===== src/rtl/muldiv_pkg.sv =====
// muldiv_pkg: shared definitions for the iterative multiply/divide unit.
//   - op_e     : operation encodings driven by the control unit
//   - state_e  : sequencer states (IDLE, CALC, FIX)
//   - WIDTH_DEFAULT : default operand width; lo/hi are each this wide
//   - op_is_div / op_is_signed : op decode helpers
package muldiv_pkg;

    localparam int WIDTH_DEFAULT = 32;

    typedef enum logic [1:0] {
        OP_MULTU = 2'b00,
        OP_MULT  = 2'b01,
        OP_DIVU  = 2'b10,
        OP_DIV   = 2'b11
    } op_e;

    typedef enum logic [1:0] {
        IDLE = 2'b00,
        CALC = 2'b01,
        FIX  = 2'b10
    } state_e;

    function automatic logic op_is_div(input op_e op);
        return (op == OP_DIVU) || (op == OP_DIV);
    endfunction

    function automatic logic op_is_signed(input op_e op);
        return (op == OP_MULT) || (op == OP_DIV);
    endfunction

endpackage


===== src/rtl/muldiv_if.sv =====
// muldiv_if: request/result bundle between the control unit (master) and
// muldiv_unit (slave).
//   start   : request strobe, sampled only while busy=0
//   op      : 00 multu, 01 mult, 10 divu, 11 div
//   a, b    : multiplicand/dividend and multiplier/divisor
//   busy    : operation in progress
//   done    : one-cycle pulse, lo/hi hold the new result
//   lo, hi  : product low/high, or quotient/remainder
//   divzero : last completed divide had b=0
interface muldiv_if
    import muldiv_pkg::*;
#(
    parameter int WIDTH = WIDTH_DEFAULT
);
    logic             start;
    logic [1:0]       op;
    logic [WIDTH-1:0] a;
    logic [WIDTH-1:0] b;
    logic             busy;
    logic             done;
    logic [WIDTH-1:0] lo;
    logic [WIDTH-1:0] hi;
    logic             divzero;

    modport master (
        output start, op, a, b,
        input  busy, done, lo, hi, divzero
    );

    modport slave (
        input  start, op, a, b,
        output busy, done, lo, hi, divzero
    );
endinterface


===== src/rtl/muldiv_step.sv =====
// muldiv_step: one combinational radix-2 iteration shared by both loops.
//   acc      : in,  2*WIDTH working register
//                   multiply: {partial product, remaining multiplier bits}
//                   divide  : {partial remainder, dividend/quotient bits}
//   operand  : in,  multiplicand magnitude or divisor magnitude
//   div_mode : in,  1 selects a restoring-division step
//   acc_next : out, acc after this iteration
// Build option: MULDIV_DIV_EN adds the divide step; without it div_mode is
// ignored and only the shift-add step exists.
module muldiv_step
    import muldiv_pkg::*;
#(
    parameter int WIDTH = WIDTH_DEFAULT
) (
    input  logic [2*WIDTH-1:0] acc,
    input  logic [WIDTH-1:0]   operand,
    input  logic               div_mode,
    output logic [2*WIDTH-1:0] acc_next
);
    logic [WIDTH:0] sum;
`ifdef MULDIV_DIV_EN
    logic [WIDTH:0] rem_sh;
    logic [WIDTH:0] diff;
`else
    logic unused_div_mode;
    assign unused_div_mode = div_mode;
`endif

    // NOTE: every variable written here gets a default first, so no path
    // leaves one unassigned and no latch is inferred.
    always_comb begin
        sum      = {1'b0, acc[2*WIDTH-1:WIDTH]};
        acc_next = acc;
`ifdef MULDIV_DIV_EN
        // Shift {rem, quot} left by one; the divisor is at most 2^W-1, so
        // bit W of the difference is set exactly when the trial underflows.
        rem_sh = acc[2*WIDTH-1:WIDTH-1];
        diff   = rem_sh - {1'b0, operand};
        if (div_mode) begin
            if (!diff[WIDTH]) begin
                acc_next = {diff[WIDTH-1:0], acc[WIDTH-2:0], 1'b1};
            end else begin
                acc_next = {rem_sh[WIDTH-1:0], acc[WIDTH-2:0], 1'b0};
            end
        end else
`endif
        begin
            // The carry out of the add becomes the new top bit after the shift.
            if (acc[0]) begin
                sum = {1'b0, acc[2*WIDTH-1:WIDTH]} + {1'b0, operand};
            end
            acc_next = {sum, acc[WIDTH-1:1]};
        end
    end

endmodule


===== src/rtl/muldiv_unit.sv =====
// muldiv_unit: iterative multiply/divide unit feeding the lo/hi registers.
//   clk   : rising-edge clock
//   reset : asynchronous, active-high; aborts any operation in flight
//   bus   : muldiv_if.slave (start/op/a/b in; busy/done/lo/hi/divzero out)
// A request runs WIDTH shift-add or restoring-division iterations on the
// operand magnitudes, then a FIX cycle applies signs and writes lo/hi.
// Build option: MULDIV_DIV_EN enables the divider; without it divide ops
// finish in two edges with lo=hi=0 and divzero=0.
module muldiv_unit
    import muldiv_pkg::*;
#(
    parameter int WIDTH = WIDTH_DEFAULT
) (
    input  logic    clk,
    input  logic    reset,
    muldiv_if.slave bus
);
    localparam int            CW   = $clog2(WIDTH);
    localparam logic [CW-1:0] LAST = CW'(WIDTH - 1);
`ifdef MULDIV_DIV_EN
    localparam bit DIV_EN = 1'b1;
`else
    localparam bit DIV_EN = 1'b0;
`endif

    state_e             state_q, state_d;
    logic [CW-1:0]      count_q;
    logic [2*WIDTH-1:0] acc_q, acc_step;
    logic [WIDTH-1:0]   operand_q;
    op_e                op_q;
    logic               neg_a_q, neg_b_q, dz_q;
    logic [WIDTH-1:0]   lo_q, hi_q;
    logic               done_q, divzero_q;

    op_e                op_in;
    logic               in_div, in_neg_a, in_neg_b, in_dz;
    logic [WIDTH-1:0]   mag_a, mag_b;
    logic [2*WIDTH-1:0] prod_fix;
    logic [WIDTH-1:0]   res_lo, res_hi;

    // Request decode: magnitudes are only taken for signed ops.
    always_comb begin
        op_in    = op_e'(bus.op);
        in_div   = op_is_div(op_in);
        in_neg_a = op_is_signed(op_in) & bus.a[WIDTH-1];
        in_neg_b = op_is_signed(op_in) & bus.b[WIDTH-1];
        mag_a    = in_neg_a ? -bus.a : bus.a;
        mag_b    = in_neg_b ? -bus.b : bus.b;
        in_dz    = DIV_EN && in_div && (bus.b == '0);
    end

    muldiv_step #(.WIDTH(WIDTH)) u_step (
        .acc      (acc_q),
        .operand  (operand_q),
        .div_mode (op_is_div(op_q)),
        .acc_next (acc_step)
    );

    // NOTE: state registers use non-blocking assignments so every flop
    // samples pre-edge values regardless of process ordering.
    always_ff @(posedge clk or posedge reset) begin
        if (reset) state_q <= IDLE;
        else       state_q <= state_d;
    end

    always_comb begin
        state_d = state_q;
        case (state_q)
            IDLE: if (bus.start) begin
                // Divides with nothing to iterate (b=0 or divider absent)
                // skip straight to the write-back cycle.
                state_d = (in_div && (in_dz || !DIV_EN)) ? FIX : CALC;
            end
            CALC:    if (count_q == LAST) state_d = FIX;
            FIX:     state_d = IDLE;
            default: state_d = IDLE;
        endcase
    end

    // Sign correction and special cases, consumed only in FIX.
    always_comb begin
        prod_fix = acc_q;
        if (op_q == OP_MULT && (neg_a_q ^ neg_b_q)) prod_fix = -acc_q;
        res_lo = prod_fix[WIDTH-1:0];
        res_hi = prod_fix[2*WIDTH-1:WIDTH];
        if (op_is_div(op_q)) begin
`ifdef MULDIV_DIV_EN
            if (dz_q) begin
                // acc_q was loaded with the raw dividend for this case.
                res_lo = '1;
                res_hi = acc_q[WIDTH-1:0];
            end else begin
                res_lo = (neg_a_q ^ neg_b_q) ? -acc_q[WIDTH-1:0] : acc_q[WIDTH-1:0];
                res_hi = neg_a_q ? -acc_q[2*WIDTH-1:WIDTH] : acc_q[2*WIDTH-1:WIDTH];
            end
`else
            res_lo = '0;
            res_hi = '0;
`endif
        end
    end

    // NOTE: the datapath registers are reset along with the control state so
    // an aborted operation can never leak a partial result.
    always_ff @(posedge clk or posedge reset) begin
        if (reset) begin
            count_q   <= '0;
            acc_q     <= '0;
            operand_q <= '0;
            op_q      <= OP_MULTU;
            neg_a_q   <= 1'b0;
            neg_b_q   <= 1'b0;
            dz_q      <= 1'b0;
            lo_q      <= '0;
            hi_q      <= '0;
            done_q    <= 1'b0;
            divzero_q <= 1'b0;
        end else begin
            done_q <= 1'b0;
            case (state_q)
                IDLE: if (bus.start) begin
                    op_q    <= op_in;
                    neg_a_q <= in_neg_a;
                    neg_b_q <= in_neg_b;
                    dz_q    <= in_dz;
                    count_q <= '0;
                    if (in_div) begin
                        acc_q     <= {{WIDTH{1'b0}}, in_dz ? bus.a : mag_a};
                        operand_q <= mag_b;
                    end else begin
                        acc_q     <= {{WIDTH{1'b0}}, mag_b};
                        operand_q <= mag_a;
                    end
                end
                CALC: begin
                    acc_q   <= acc_step;
                    count_q <= count_q + CW'(1);
                end
                FIX: begin
                    lo_q      <= res_lo;
                    hi_q      <= res_hi;
                    divzero_q <= dz_q;
                    done_q    <= 1'b1;
                end
                default: ;
            endcase
        end
    end

    assign bus.busy    = (state_q != IDLE);
    assign bus.done    = done_q;
    assign bus.lo      = lo_q;
    assign bus.hi      = hi_q;
    assign bus.divzero = divzero_q;

endmodule


===== src/flat_wrapper.sv =====
// flat-port wrapper written by rule: the top's interface ports become plain ports
module muldiv_unit_flat import muldiv_pkg::*;
#(
    parameter int WIDTH = WIDTH_DEFAULT
)
  (clk, reset, bus_start, bus_op, bus_a, bus_b, bus_busy, bus_done, bus_lo, bus_hi, bus_divzero);
  muldiv_if #(.WIDTH(WIDTH)) bus_i ();
  input  logic clk;
  input  logic reset;
  input wire logic [$bits(bus_i.start)-1:0] bus_start;
  input wire logic [$bits(bus_i.op)-1:0] bus_op;
  input wire logic [$bits(bus_i.a)-1:0] bus_a;
  input wire logic [$bits(bus_i.b)-1:0] bus_b;
  output wire logic [$bits(bus_i.busy)-1:0] bus_busy;
  output wire logic [$bits(bus_i.done)-1:0] bus_done;
  output wire logic [$bits(bus_i.lo)-1:0] bus_lo;
  output wire logic [$bits(bus_i.hi)-1:0] bus_hi;
  output wire logic [$bits(bus_i.divzero)-1:0] bus_divzero;
  assign bus_i.start = bus_start;
  assign bus_i.op = bus_op;
  assign bus_i.a = bus_a;
  assign bus_i.b = bus_b;
  assign bus_busy = bus_i.busy;
  assign bus_done = bus_i.done;
  assign bus_lo = bus_i.lo;
  assign bus_hi = bus_i.hi;
  assign bus_divzero = bus_i.divzero;
  muldiv_unit #(.WIDTH(WIDTH)) u_core (.clk(clk), .reset(reset), .bus(bus_i));
endmodule

===== config.mk =====
export PLATFORM = sky130hd
export DESIGN_NAME = muldiv_unit_flat
export DESIGN_NICKNAME = d
export VERILOG_FILES = /design/src/rtl/muldiv_pkg.sv /design/src/rtl/muldiv_if.sv /design/src/rtl/muldiv_step.sv /design/src/rtl/muldiv_unit.sv /design/src/flat_wrapper.sv
export SDC_FILE = /design/constraint.sdc
export NUM_CORES = 1
export LEC_CHECK = 0
export ABC_AREA = 1
export BUFFER_PORTS_ARGS = -buffer_cell sky130_fd_sc_hd__buf_2
export CAP_MARGIN = 10
export CORE_MARGIN = 10
export CORE_UTILIZATION = 61
export CTS_BUF_LIST = sky130_fd_sc_hd__clkbuf_8 sky130_fd_sc_hd__clkbuf_16
export CTS_CLUSTER_DIAMETER = 200
export DETAILED_ROUTE_END_ITERATION = 10
export PLACE_DENSITY = 0.82
export SLEW_MARGIN = 0
export SYNTH_ARGS = -nofsm -noshare
export SYNTH_HDL_FRONTEND = slang
export SYNTH_HIERARCHICAL = 1
export SYNTH_SLANG_ARGS = --single-unit
export TNS_END_PERCENT = 10

===== constraint.sdc =====
create_clock -name clk -period 7.4 [get_ports clk]
set_input_delay 1.48 -clock clk [delete_from_list [all_inputs] [get_ports clk]]
set_output_delay 1.48 -clock clk [all_outputs]
set_load 0.01 [all_outputs]

; Yosys cells after proc, flatten, opt, wreduce, memory -nomap -nowiden
; Cells that the tools add are included.
[classes]
addsub = 5
n_eq_ne = 11
mux = 17
n_bitwise = 3
reduce_logical = 10
[ops]
columns = cell, n
row1 = 2-to-1 mux 32 bit, 6
row2 = 2-to-1 mux 64 bit, 2
row3 = case mux 64 bit (2 select lines), 1
row4 = negation 32 bit, 2
row5 = negation 64 bit, 1
row6 = adder 32 x 32 -> 33 bit, 1
row7 = 2-to-1 mux 33 bit, 1
row8 = "== test 2 bit, second input constant", 5
row9 = case mux 5 bit (2 select lines), 1
row10 = "== test 2 x 1 -> 1 bit, second input constant", 3
row11 = 2-to-1 mux 2 bit, 3
row12 = AND reduction 2 bit, 3
row13 = "adder 5 x 1 -> 5 bit, second input constant", 1
row14 = "== test 5 bit, second input constant", 1
row15 = 2-to-1 mux 5 bit, 1
row16 = case mux 2 bit (2 select lines), 1
row17 = nonzero test 2 bit, 2
row18 = logical OR 1 bit, 3
row19 = AND 1 bit, 2
row20 = zero test 2 bit, 1
row21 = "inequality test 2 x 1 -> 1 bit, second input constant", 1
row22 = "inequality test 2 bit, second input constant", 1
row23 = logical AND 1 bit, 1
row24 = 2-to-1 mux 1 bit, 1
row25 = bitwise XOR 1 bit, 1
[word_totals]
regBits = 172
out_inout_bits = 67
word_cells = 56

; Longest topological paths before layout
[depth]
word_depth = 7
mapped_depth = 16

; By module
; The synthesis kept the hierarchy.
[by_module_without_submodules]
columns = module, instances, cells_each, area_per_inst_um2, seq_area_each_um2
row1 = muldiv_unit, 1, 1568, 10877.9, 4304.1
row2 = muldiv_step, 1, 616, 3005.4, 0.0

; Worst setup path after synthesis
; No wires, ideal clock.
[synth_timing]
path_type = input -> register
from = input bus_b[0]
to = register u_core.acc_q[18]
setup_time_ns = 0.129
arrival_time_ns = 2.563
required_ns = 7.271
slack_ns = 4.708
stages = 10
path_buffers = 0
cell_sequence = inv_1 > ha_1 > nand3_1 > nor2_2 > nand2_1 > nand2_1 > o21ai_0 > xor2_1 > nand2_1 > nand3_1
[synth_via]
elab_chain_cells = 5
[synth_rtl]
columns = item, line
row1 = "start, declared", flat_wrapper.sv:13  ; input wire logic [$bits(bus_i.b)-1:0] bus_b;
row2 = negation 32 bit, muldiv_unit.sv:48  ; mag_b = in_neg_b ? -bus.b : bus.b;
row3 = 2-to-1 mux 32 bit, muldiv_unit.sv:48
row4 = 2-to-1 mux 32 bit, muldiv_unit.sv:127  ; if (in_div) begin
row5 = 2-to-1 mux 64 bit, muldiv_unit.sv:121  ; IDLE: if (bus.start) begin
row6 = case mux 64 bit (2 select lines), muldiv_unit.sv:120  ; case (state_q)
row7 = "end signal, assigned", muldiv_unit.sv:128  ; acc_q <= {{WIDTH{1'b0}}, in_dz ? bus.a : mag_a};
row8 = "end signal, assigned", muldiv_unit.sv:131  ; acc_q <= {{WIDTH{1'b0}}, mag_b};
row9 = "end signal, assigned", muldiv_unit.sv:136  ; acc_q <= acc_step;
row10 = "end, declared", muldiv_unit.sv:28  ; logic [2*WIDTH-1:0] acc_q, acc_step;
; Every way passes these cells. The select of a mux whose other input is x is not followed.
; A chain may end at the register's enable or synchronous reset.

; Final worst setup path
[layout_timing]
from = input bus_start
to = register u_core.acc_q[32]
[layout_via]
elab_chain_cells = 2
[layout_rtl]
columns = item, line
row1 = "start, declared", flat_wrapper.sv:10  ; input wire logic [$bits(bus_i.start)-1:0] bus_start;
row2 = inequality test 2 bit (no line), --
row3 = AND reduction 2 bit (no line), --
; Every way passes these cells.

==> results.toml <==
[floorplan]
start_util_pct = 61.7
die_x_um = 171
rows = 55
die_h_um = 171
core_um2 = 22500
boundaryPins = 136
die-area_um2 = 29200

[clock_tree]
post_cts_buffers = 0
path_clk_slew_ns = 0.07
ctsResizeCount = 0
cts_buffers = 17
cts_tree = "built"
cts.sinks = 172
clk_latency_ns = 0.44
cts_root_buffer = "clkbuf_16"
cts-htree-levels = 4
hold_buffers = 0
clockBufferDepth = 2

[critical_path]
required_ns = 7.74
timing_worst_setup_path_type = "in2reg"
end_kind = "register"
cp_common_cell = "inv_2"
cp_max_fo = 43
critical_path.max_stage_delay_ns = 0.80
worst_ep_arrival_time_ns = 3.87
crit_chain = "buf_2 > nand2_2 > inv_2 > nor2_4 > inv_2 > o21ai_0"
worst_path_max_delay_cell = "nor2_4"
critPathLaunchType = "input pin"

[timing]
drv_slew = 0
max_slew_margin_pct = 27.3
setup_slack_ns = 3.86
clock_skew_ns = 0.0117
rsz0062_at_grt = "false"
fin_setup_tns_ns = 0
finalCriticalPeriod_ns = 3.54
worst_slew_pin_slew_ns = 1.09
hold_violations = 0
finalSetupViolations = 0
min_period_over_period_pct = 47.8
max_freq_ghz = 0.283

[routing]
vias = 14900
dr.pass1.iters = 7
viasPerCell = 5.87
drt_iter0_markers = 2261
wl_per_cell_um = 18.7
drtAntennaViolNets = 0
drc = 0
wirelength_mm = 47.5

[pwr]
seqPwrFrac_pct = 30.7
p_int_w = 0.00296
p_clk_share_pct = 14.8
comb_power_share_pct = 54.5
sw_frac_of_total_pct = 51.9
ir_worst_vdd_uv = 199
power_density_nw_per_um2 = 410
switchingPower_w = 0.00319
p_leak_nw = 7.84

[global_route]
track_usage_pct = 32.1
grt_pass1_vias = 13400
gr-total-overflow = 0
grt_max_degree = 92
antenna_found_initial = 0
grt_pass1_wl_mm = 73.3

[synthesis]
synthesis.area_um2 = 13900
synthCells = 2183
postSynthAreaPerCell_um2 = 6.36
synth-warning-count = 6
synth_fp_nets = 2290

[finish]
nNetsFinal = 2355
design_area_um2 = 15000
utilization_pct = 66.7
drive_gt1_share_pct = 10.5
antenna_cells = 0
area_growth_pct = 8.12

[placed_design]
dp_slack_ns = 3.50
portBuffers = 134
hpwl_mm = 37.9
gp_routability_congestion = 1.01
dpl-instance-area_um2 = 14400

[hold_path]
hold_class = "reg2reg"

[run]
cap_violations = 0

[outcome]
outcome = "completed"
## area by class of cell
cell class | count | area, um2
multi-input cells | 1670 | 8080
fillers | 2123 | 7500
flip-flops and latches | 172 | 4300
inverters | 248 | 936
repair buffers | 139 | 728
clock buffers | 17 | 425
well taps | 285 | 357
clock inverters | 15 | 174
## registers in the layout, summed over array words and instances (netlist names)
register and cells:
u_core/acc_q 64, u_core/state_q 2, u_core/count_q 5, u_core/bus.done 1, u_core/bus.lo 32, u_core/neg_a_q 1, u_core/operand_q 32, u_core/op_q 2
u_core/bus.hi 32, u_core/neg_b_q 1
## power groups by stage
stage	clock [W]	combinational, W	sequential, W
after floorplan	0	0.00247	0.00170
after global placement	0	0.00315	0.00185
after global routing	0.000961	0.00374	0.00191
after CTS	0.000919	0.00327	0.00185
after detailed placement	0	0.00324	0.00186
final	0.000910	0.00336	0.00189
## per-stage QoR
stage	total power, W	cells	hold WS [ns]
finish	0.00615	2546	0.475
global route	0.00661	2546	0.506
CTS	0.00604	2545	0.479
detailed placement	0.00510	2513	0.461
global placement	0.00499	2513	0.458
floorplan	0.00417	2183	0.463
## final timing paths
| kind | from | endpoint | slack, ns | cells after the start |
|---|---|---|---|---|
| worst max-delay path | bus_start | u_core/acc_q[32] | 3.86 | 6 |
| worst min register to register | u_core/bus.hi[2] | u_core/bus.hi[2] | 0.48 | 2 |
| worst min-delay path | u_core/bus.hi[2] | u_core/bus.hi[2] | 0.48 | 2 |
| min in group asynchronous | reset | u_core/bus.lo[19] | 1.22 | 2 |
| max in group asynchronous | reset | u_core/operand_q[23] | 4.63 | 3 |
| worst max register to register | u_core/state_q[0] | u_core/operand_q[0] | 4.29 | 6 |
## layout by cell type, fill, tap and decap left out, drive strengths merged
| master | count |
|---|---|
| a22o | 3 |
| nand2 | 786 |
| xnor2 | 23 |
| a21oi | 39 |
| bufinv | 1 |
| a22oi | 31 |
| clkbuf | 17 |
| nor2 | 242 |
| inv | 257 |
| and3 | 2 |
| o22ai | 2 |
| ha | 37 |
| nand3 | 237 |
| xor2 | 42 |
| clkinvlp | 1 |
| o21bai | 4 |
| o31ai | 1 |
| nor4 | 1 |
| o211ai | 16 |
| or2 | 3 |
| clkinv | 4 |
| conb | 1 |
| fa | 1 |
| dfrtp | 172 |
| a32o | 5 |
| nor3 | 14 |
| a21o | 2 |
| o21ai | 134 |
| o221ai | 10 |
| nand4 | 28 |
| buf | 139 |
| nand3b | 6 |
## routing by layer
layer / GRT usage [%] / wire, um / vias up
met2: 44.0 / 18800 / 942
li1: - / - / 7095
met5: 0 / 0 / -
met1: 46.9 / 20800 / 6812
met4: 13.0 / 1950 / 0
met3: 7.76 / 6020 / 96
## worst max-delay path: cells and delay by family
| kind | cells | cell delay (ns) |
|---|---|---|
| AOI/OAI and AO/OA | 1 | 0.32 |
| buffers and inverters | 3 | 0.69 |
| and+or+nand+nor | 2 | 1.38 |
Note: power is estimated with default switching activity, not from simulation.
